===== src/rtl/sprite_pkg.sv =====
// Shared definitions for the sprite drawing blocks: FSM state encoding and
// default screen/framebuffer geometry.
package sprite_pkg;

    localparam int unsigned SCR_W_DEF    = 800;
    localparam int unsigned SCR_H_DEF    = 480;
    localparam int unsigned FB_ADDRW_DEF = 19;

    typedef enum logic [1:0] {
        ST_IDLE  = 2'd0,
        ST_RUN   = 2'd1,
        ST_FLUSH = 2'd2,
        ST_DONE  = 2'd3
    } state_t;

endpackage


===== src/rtl/sprite_step.sv =====
// Fixed-point source-coordinate stepper for one axis: accumulates the step,
// converts to an integer source index, clamps to the sprite and mirrors.
module sprite_step #(
    parameter int unsigned STEPW = 12,
    parameter int unsigned ACCW  = 22,
    parameter int unsigned FRACW = 4,
    parameter int unsigned SPR_N = 16,
    parameter int unsigned IDXW  = 4
) (
    input  logic             clk,
    input  logic             rst,
    input  logic             i_clr,
    input  logic             i_adv,
    input  logic [STEPW-1:0] i_step,
    input  logic             i_flip,
    output logic [IDXW-1:0]  o_idx_c
);

    logic [ACCW-1:0] r_acc;
    logic [ACCW-1:0] w_int;
    logic [IDXW-1:0] w_clamp;

    always_ff @(posedge clk) begin
        if (rst || i_clr) begin
            r_acc <= '0;
        end else if (i_adv) begin
            r_acc <= r_acc + ACCW'(i_step);
        end
    end

    // Index is combinational off the accumulator so it is ready in the issue cycle
    always_comb begin
        w_int   = r_acc >> FRACW;
        w_clamp = w_int[IDXW-1:0];
        if (w_int > ACCW'(SPR_N - 1)) begin
            w_clamp = IDXW'(SPR_N - 1);
        end
        o_idx_c = i_flip ? (IDXW'(SPR_N - 1) - w_clamp) : w_clamp;
    end

endmodule


===== src/rtl/sprite_scaler.sv =====
// Scaled sprite blitter: walks destination pixels row-major, fetches the
// matching sprite texel from a synchronous ROM and writes visible pixels out.
module sprite_scaler
    import sprite_pkg::*;
#(
    parameter int unsigned CORDW     = 10,
    parameter int unsigned SPR_W     = 16,
    parameter int unsigned SPR_H     = 16,
    parameter int unsigned SPR_DATAW = 4,
    parameter int unsigned SCR_W     = SCR_W_DEF,
    parameter int unsigned SCR_H     = SCR_H_DEF,
    parameter int unsigned FB_ADDRW  = FB_ADDRW_DEF,
    parameter int unsigned FRACW     = 4,
    parameter int unsigned TRANSP    = 15
) (
    input  logic                               clk,
    input  logic                               rst,
    input  logic                               start,
    input  logic signed [CORDW:0]              pos_x,
    input  logic signed [CORDW:0]              pos_y,
    input  logic        [CORDW-1:0]            dst_w,
    input  logic        [CORDW-1:0]            dst_h,
    input  logic        [8+FRACW-1:0]          step_x,
    input  logic        [8+FRACW-1:0]          step_y,
    input  logic                               flip_x,
    input  logic                               flip_y,
    output logic [$clog2(SPR_W*SPR_H)-1:0]     rom_addr,
    output logic                               rom_en,
    input  logic        [SPR_DATAW-1:0]        rom_data,
    output logic        [FB_ADDRW-1:0]         fb_addr,
    output logic        [SPR_DATAW-1:0]        fb_data,
    output logic                               fb_valid,
    input  logic                               fb_ready,
    output logic                               busy,
    output logic                               done
);

    localparam int unsigned STEPW  = 8 + FRACW;
    localparam int unsigned ACCW   = 8 + FRACW + CORDW;
    localparam int unsigned ROMAW  = $clog2(SPR_W * SPR_H);
    localparam int unsigned IDXW_X = $clog2(SPR_W);
    localparam int unsigned IDXW_Y = $clog2(SPR_H);
    localparam int unsigned DW     = CORDW + 2;

    state_t r_state, w_next;
    logic   r_busy, r_done;

    logic signed [CORDW:0] r_pos_x, r_pos_y;
    logic [CORDW-1:0]      r_dst_w, r_dst_h, r_ox, r_oy;
    logic [STEPW-1:0]      r_step_x, r_step_y;
    logic                  r_flip_x, r_flip_y;

    logic                  r_rom_en, r_s0_inb, r_s1_vld, r_s1_inb, r_fb_valid;
    logic [ROMAW-1:0]      r_rom_addr;
    logic [FB_ADDRW-1:0]   r_s0_fba, r_s1_fba, r_fb_addr;
    logic [SPR_DATAW-1:0]  r_fb_data;

    logic                  w_stall, w_accept, w_issue, w_last_x, w_last_y, w_inb, w_pix;
    logic [IDXW_X-1:0]     w_idx_x;
    logic [IDXW_Y-1:0]     w_idx_y;
    logic signed [DW-1:0]  w_dx, w_dy;
    logic [FB_ADDRW-1:0]   w_fba;
    logic [ROMAW-1:0]      w_rom_addr;

    assign w_stall  = r_fb_valid && !fb_ready;
    assign w_accept = (r_state == ST_IDLE) && start;
    assign w_issue  = (r_state == ST_RUN) && !w_stall;
    assign w_last_x = (r_ox == r_dst_w - CORDW'(1));
    assign w_last_y = (r_oy == r_dst_h - CORDW'(1));

    // Destination coordinate, visibility and framebuffer address of the pixel being issued
    assign w_dx  = DW'(r_pos_x) + $signed(DW'(r_ox));
    assign w_dy  = DW'(r_pos_y) + $signed(DW'(r_oy));
    assign w_inb = !w_dx[DW-1] && (w_dx[DW-2:0] < (DW-1)'(SCR_W))
                && !w_dy[DW-1] && (w_dy[DW-2:0] < (DW-1)'(SCR_H));
    assign w_fba = FB_ADDRW'(w_dy[DW-2:0]) * FB_ADDRW'(SCR_W) + FB_ADDRW'(w_dx[DW-2:0]);
    assign w_rom_addr = ROMAW'(w_idx_y) * ROMAW'(SPR_W) + ROMAW'(w_idx_x);
    assign w_pix = r_s1_vld && r_s1_inb && (rom_data != SPR_DATAW'(TRANSP));

    sprite_step #(
        .STEPW(STEPW), .ACCW(ACCW), .FRACW(FRACW), .SPR_N(SPR_W), .IDXW(IDXW_X)
    ) u_step_x (
        .clk(clk), .rst(rst),
        .i_clr(w_accept || (w_issue && w_last_x)),
        .i_adv(w_issue && !w_last_x),
        .i_step(r_step_x), .i_flip(r_flip_x), .o_idx_c(w_idx_x)
    );

    sprite_step #(
        .STEPW(STEPW), .ACCW(ACCW), .FRACW(FRACW), .SPR_N(SPR_H), .IDXW(IDXW_Y)
    ) u_step_y (
        .clk(clk), .rst(rst),
        .i_clr(w_accept),
        .i_adv(w_issue && w_last_x),
        .i_step(r_step_y), .i_flip(r_flip_y), .o_idx_c(w_idx_y)
    );

    always_comb begin
        w_next = r_state;
        case (r_state)
            ST_IDLE:  if (start) w_next = ((dst_w == '0) || (dst_h == '0)) ? ST_DONE : ST_RUN;
            ST_RUN:   if (w_issue && w_last_x && w_last_y) w_next = ST_FLUSH;
            ST_FLUSH: if (!r_rom_en && !r_s1_vld && !w_stall) w_next = ST_DONE;
            ST_DONE:  w_next = ST_IDLE;
            default:  w_next = ST_IDLE;
        endcase
    end

    always_ff @(posedge clk) begin
        if (rst) begin
            r_state <= ST_IDLE;
            r_busy  <= 1'b0;
            r_done  <= 1'b0;
        end else begin
            r_state <= w_next;
            r_busy  <= (w_next != ST_IDLE);
            r_done  <= (w_next == ST_DONE);
        end
    end

    // Draw parameters are captured once so the caller may change them mid-draw
    always_ff @(posedge clk) begin
        if (rst) begin
            r_pos_x  <= '0;
            r_pos_y  <= '0;
            r_dst_w  <= '0;
            r_dst_h  <= '0;
            r_step_x <= '0;
            r_step_y <= '0;
            r_flip_x <= 1'b0;
            r_flip_y <= 1'b0;
        end else if (w_accept) begin
            r_pos_x  <= pos_x;
            r_pos_y  <= pos_y;
            r_dst_w  <= dst_w;
            r_dst_h  <= dst_h;
            r_step_x <= step_x;
            r_step_y <= step_y;
            r_flip_x <= flip_x;
            r_flip_y <= flip_y;
        end
    end

    always_ff @(posedge clk) begin
        if (rst || w_accept) begin
            r_ox <= '0;
            r_oy <= '0;
        end else if (w_issue) begin
            if (w_last_x) begin
                r_ox <= '0;
                r_oy <= r_oy + CORDW'(1);
            end else begin
                r_ox <= r_ox + CORDW'(1);
            end
        end
    end

    // Stage 0 issues the ROM read; the ROM answers while stage 1 holds the pixel metadata
    always_ff @(posedge clk) begin
        if (rst) begin
            r_rom_en   <= 1'b0;
            r_rom_addr <= '0;
            r_s0_inb   <= 1'b0;
            r_s0_fba   <= '0;
            r_s1_vld   <= 1'b0;
            r_s1_inb   <= 1'b0;
            r_s1_fba   <= '0;
            r_fb_valid <= 1'b0;
            r_fb_addr  <= '0;
            r_fb_data  <= '0;
        end else if (!w_stall) begin
            r_rom_en <= w_issue;
            if (w_issue) begin
                r_rom_addr <= w_rom_addr;
                r_s0_inb   <= w_inb;
                r_s0_fba   <= w_fba;
            end
            r_s1_vld   <= r_rom_en;
            r_s1_inb   <= r_s0_inb;
            r_s1_fba   <= r_s0_fba;
            r_fb_valid <= w_pix;
            if (w_pix) begin
                r_fb_addr <= r_s1_fba;
                r_fb_data <= rom_data;
            end
        end
    end

    // ROM enable drops during a stall so the ROM output holds the pending texel
    assign rom_en   = r_rom_en && !w_stall;
    assign rom_addr = r_rom_addr;
    assign fb_valid = r_fb_valid;
    assign fb_addr  = r_fb_addr;
    assign fb_data  = r_fb_data;
    assign busy     = r_busy;
    assign done     = r_done;

endmodule

===== config.mk =====
export PLATFORM = sky130hd
export DESIGN_NAME = sprite_scaler
export DESIGN_NICKNAME = d
export VERILOG_FILES = /design/src/rtl/sprite_pkg.sv /design/src/rtl/sprite_step.sv /design/src/rtl/sprite_scaler.sv
export SDC_FILE = /design/constraint.sdc
export NUM_CORES = 1
export LEC_CHECK = 0
export ABC_AREA = 1
export BUFFER_PORTS_ARGS = -buffer_cell sky130_fd_sc_hd__buf_2
export CORE_MARGIN = 2
export CORE_UTILIZATION = 30
export CTS_BUF_LIST = sky130_fd_sc_hd__clkbuf_8
export DETAILED_ROUTE_END_ITERATION = 16
export PLACE_DENSITY_LB_ADDON = 0.15
export SLEW_MARGIN = 15
export SYNTH_ARGS = -nofsm -noshare
export SYNTH_HDL_FRONTEND = slang
export SYNTH_SLANG_ARGS = --single-unit
export TNS_END_PERCENT = 20

===== constraint.sdc =====
create_clock -name clk -period 12.25 [get_ports clk]
set_input_delay 0.6125 -clock clk [delete_from_list [all_inputs] [get_ports clk]]
set_output_delay 0.6125 -clock clk [all_outputs]
set_load 0.005 [all_outputs]

==> impl_metrics.toml <==
[clock_tree]
clk_latency_ps = 580
clock_path_buffers = 3
cts.sinks = 210
cts.repair.resized = 0
cts_root_buf = "clkbuf_8"
htree_levels = 2
cts_tree = "yes"
post-cts-setup-buffers = 0
cts_hold_buf = 0
clk_pin_slew_ps = 60
cts_buffers = 42

[synthesis]
synth_area_um2 = 13100
netlist_top_cells_count = "356 x nand2_1, 290 x nor2_1, 244 x inv_1"
synth_top_area_cell = "dfxtp_1"
yosysWarnings = 0
synth_most_common_cell = "nand2_1"
async_reset_ff_share_pct = 0
synth_cells = 1932
synth-edff-count = 0
yosysUniqueCellTypes = 47
synth_nets = 2106
yosysSeqAreaShare_pct = 32.2
ys_ff_latch = 210
synthTopCellsByArea = "dfxtp_1 32%, nand2_1 10%, ha_1 8.4%"
yosysTopAreaCellShare_pct = 32.2
synth.avg_cell_area_um2 = 6.76
synth_flop_cell = "dfxtp_1"

[drt]
ant_nets = 0
wl_mm = 35.6
drt_iter0_drc = 625
avgRoutedWirePerCell_um = 13.5
routed_via_density = 4.59
vias = 12100
drc = 0
firstDrtPassIters = 5

[pwr]
power_mw = 1.80
combPwrFrac_pct = 18.9
clkPwrFrac_pct = 39.7
p_per_area_nw_per_um2 = 120
ir_worst_vdd_v = 0.0000763
internal-power_mw = 1.23
power_leakage_nw = 7.15
switchingPower_mw = 0.567
switching_share_pct = 31.5
seqPwrFrac_pct = 41.4

[finish]
drive_gt1_share_pct = 10.3
final_nets = 2203
syn_to_final_growth_pct = 14.4
antenna_cells = 0

[hold_path]
hold_path_class = "input port to flop"

[die]
start_util_pct = 30.3
die_area_um2 = 45200
die-width_um = 213
ios = 111
die_y_um = 213
core_um2 = 43100
fp-row-count = 76

[setup_path]
r2r-end = "r_s0_fba[18]$_SDFFE_PP0P_"
cp-startpoint = "r_oy[0]$_SDFFE_PP0P_"
cp_cell_sequence = "ha_1 > inv_1 > fa_1 > xnor2_1 > ha_1 > ha_1 > ha_1 > inv_1 > fa_1 > inv_1 > ha_1 > inv_1 > nor2_1 > nand3b_1 > nand2_1 > nand3_1 > nor2_1 > nand3_1 > nand2_1 > nand3_1 > nand2_1 > inv_1"
critPathArrivalTime_ps = 4990
rrSetupSlack_ps = 7730
crit_slowest_cell = "fa_1"
critPathRequiredTime_ps = 12720
r2r_start = "r_oy[0]$_SDFFE_PP0P_"
cp-endpoint = "r_s0_fba[18]$_SDFFE_PP0P_"
start_kind = "flop"
path_max_fanout = 6
r2r_cells = 22
end_kind = "flop"
cpPeakStageDelay_ps = 530
path_class = "flop to flop"

[grt]
grt_usage_pct = 16.0
grt_antenna_before_repair = 0
overflow = 0
grt_pass1_wl_mm = 58.1
grt_max_degree = 96
grt_pass1_vias = 11400

[sta]
relSlewSlack_pct = 30.6
worst_pin_slew_ps = 1040
fin_worst_skew_ps = 18.3
final.min_clock_period_ps = 4520
finalSetupTns_ps = 0
hold_violations = 0
fin_crit_sh_pct = 36.9
holdWs_ps = 283
setup_viol = 0
slew_violations = 0
fmax_ghz = 0.221
rsz0062_at_grt = "false"

[outcome]
outcome = "complete, no violations"

[place]
portBuffers = 110
dp_hpwl_mm = 27.1
gp_congestion = 0.864

[run]
maxCapViolCount = 0
## power groups by stage
stage                     clock [mW]  combinational, mW  sequential [mW]
final                          0.715              0.341            0.746
after global placement             0              0.341            0.761
after CTS                      0.745              0.345            0.747
after global routing           0.779              0.396            0.751
after floorplan                    0              0.258            0.751
after detailed placement           0              0.342            0.761
## cell families after synthesis
kind of cell,after synthesis,synth area share [%]
buffers and inverters,316,9.45
and+or+nand+nor,872,29.0
xor gates and xnor gates,80,5.36
DFF,210,32.2
AOI/OAI and AO/OA,356,14.0
adders and majority gates,98,9.96
## worst min path at each step
| stage | start | to | depth (start not counted) |
|---|---|---|---|
| after detailed placement | fb_addr[10]$_SDFFE_PP0P_ | fb_addr[10]$_SDFFE_PP0P_ | 2 |
| after global placement | fb_data[0]$_SDFFE_PP0P_ | fb_data[0]$_SDFFE_PP0P_ | 2 |
| after CTS | step_x[9] | r_step_x[9]$_SDFFE_PP0P_ | 3 |
| final | step_x[9] | r_step_x[9]$_SDFFE_PP0P_ | 3 |
| after global routing | pos_x[5] | r_pos_x[5]$_SDFFE_PP0P_ | 3 |
| after floorplan | u_step_y.r_acc[0]$_SDFFE_PP0P_ | u_step_y.r_acc[0]$_SDFFE_PP0P_ | 2 |
## worst max-delay path, delay by kind of cell (launching register included)
kind	cells	cell delay [ps]
adders and majority gates	7	2390
and+or+nand+nor	9	1000
DFF	1	420
xor gates and xnor gates	1	330
buffers and inverters	5	260
## cell usage in the layout (no fill, tap or decap), types with 50 or more instances in the layout
cell type,n
dfxtp_1,210
buf_2,110
a21oi_1,148
o21ai_0,177
nor2_1,290
ha_1,88
xor2_1,57
nand3_1,106
inv_1,254
nand2_1,356
clkbuf_8,50
## final cells by class
cell class	count	area [um^2]
fill	4773	28100
clock inverter	23	145
clock buffer	50	688
timing repair buffer	116	596
inverter	253	950
tap	585	732
multi-input combinational	1406	7640
sequential	210	4200
## metrics by stage
stage          util (%)  std cells  setup WS (ps)  area [um^2]
2_1_floorplan         -       1932           8160        13100
3_3_place_gp       32.8       2570           7820        14100
3_5_place_dp       32.8       2570           7730        14100
4_1_cts            34.7       2643           7710        15000
5_1_grt            34.7       2643           7310        15000
6_report           34.7       2643           7730        15000
## flip-flops by register name, summed over array words and instances (netlist names), 2 cells and up
signal,count
u_step_x.r_acc,22
u_step_y.r_acc,22
fb_addr,19
r_s0_fba,19
r_s1_fba,19
r_step_x,12
r_step_y,12
r_pos_x,11
r_pos_y,11
r_dst_h,10
r_dst_w,10
r_ox,10
r_oy,10
rom_addr,8
fb_data,4
r_state,2
## per-layer routing
metal / up-vias / routed length (um) / share of wire [%] / track usage (%)
met5: - / 0 / 0 / 0
met1: 5379 / 18200 / 51 / 22.6
li1: 6470 / - / - / -
met2: 236 / 15100 / 42 / 25.0
met4: 0 / 707 / 2.0 / 4.29
met3: 51 / 1580 / 4.4 / 2.93
Note: power is estimated with default switching activity, not from simulation.
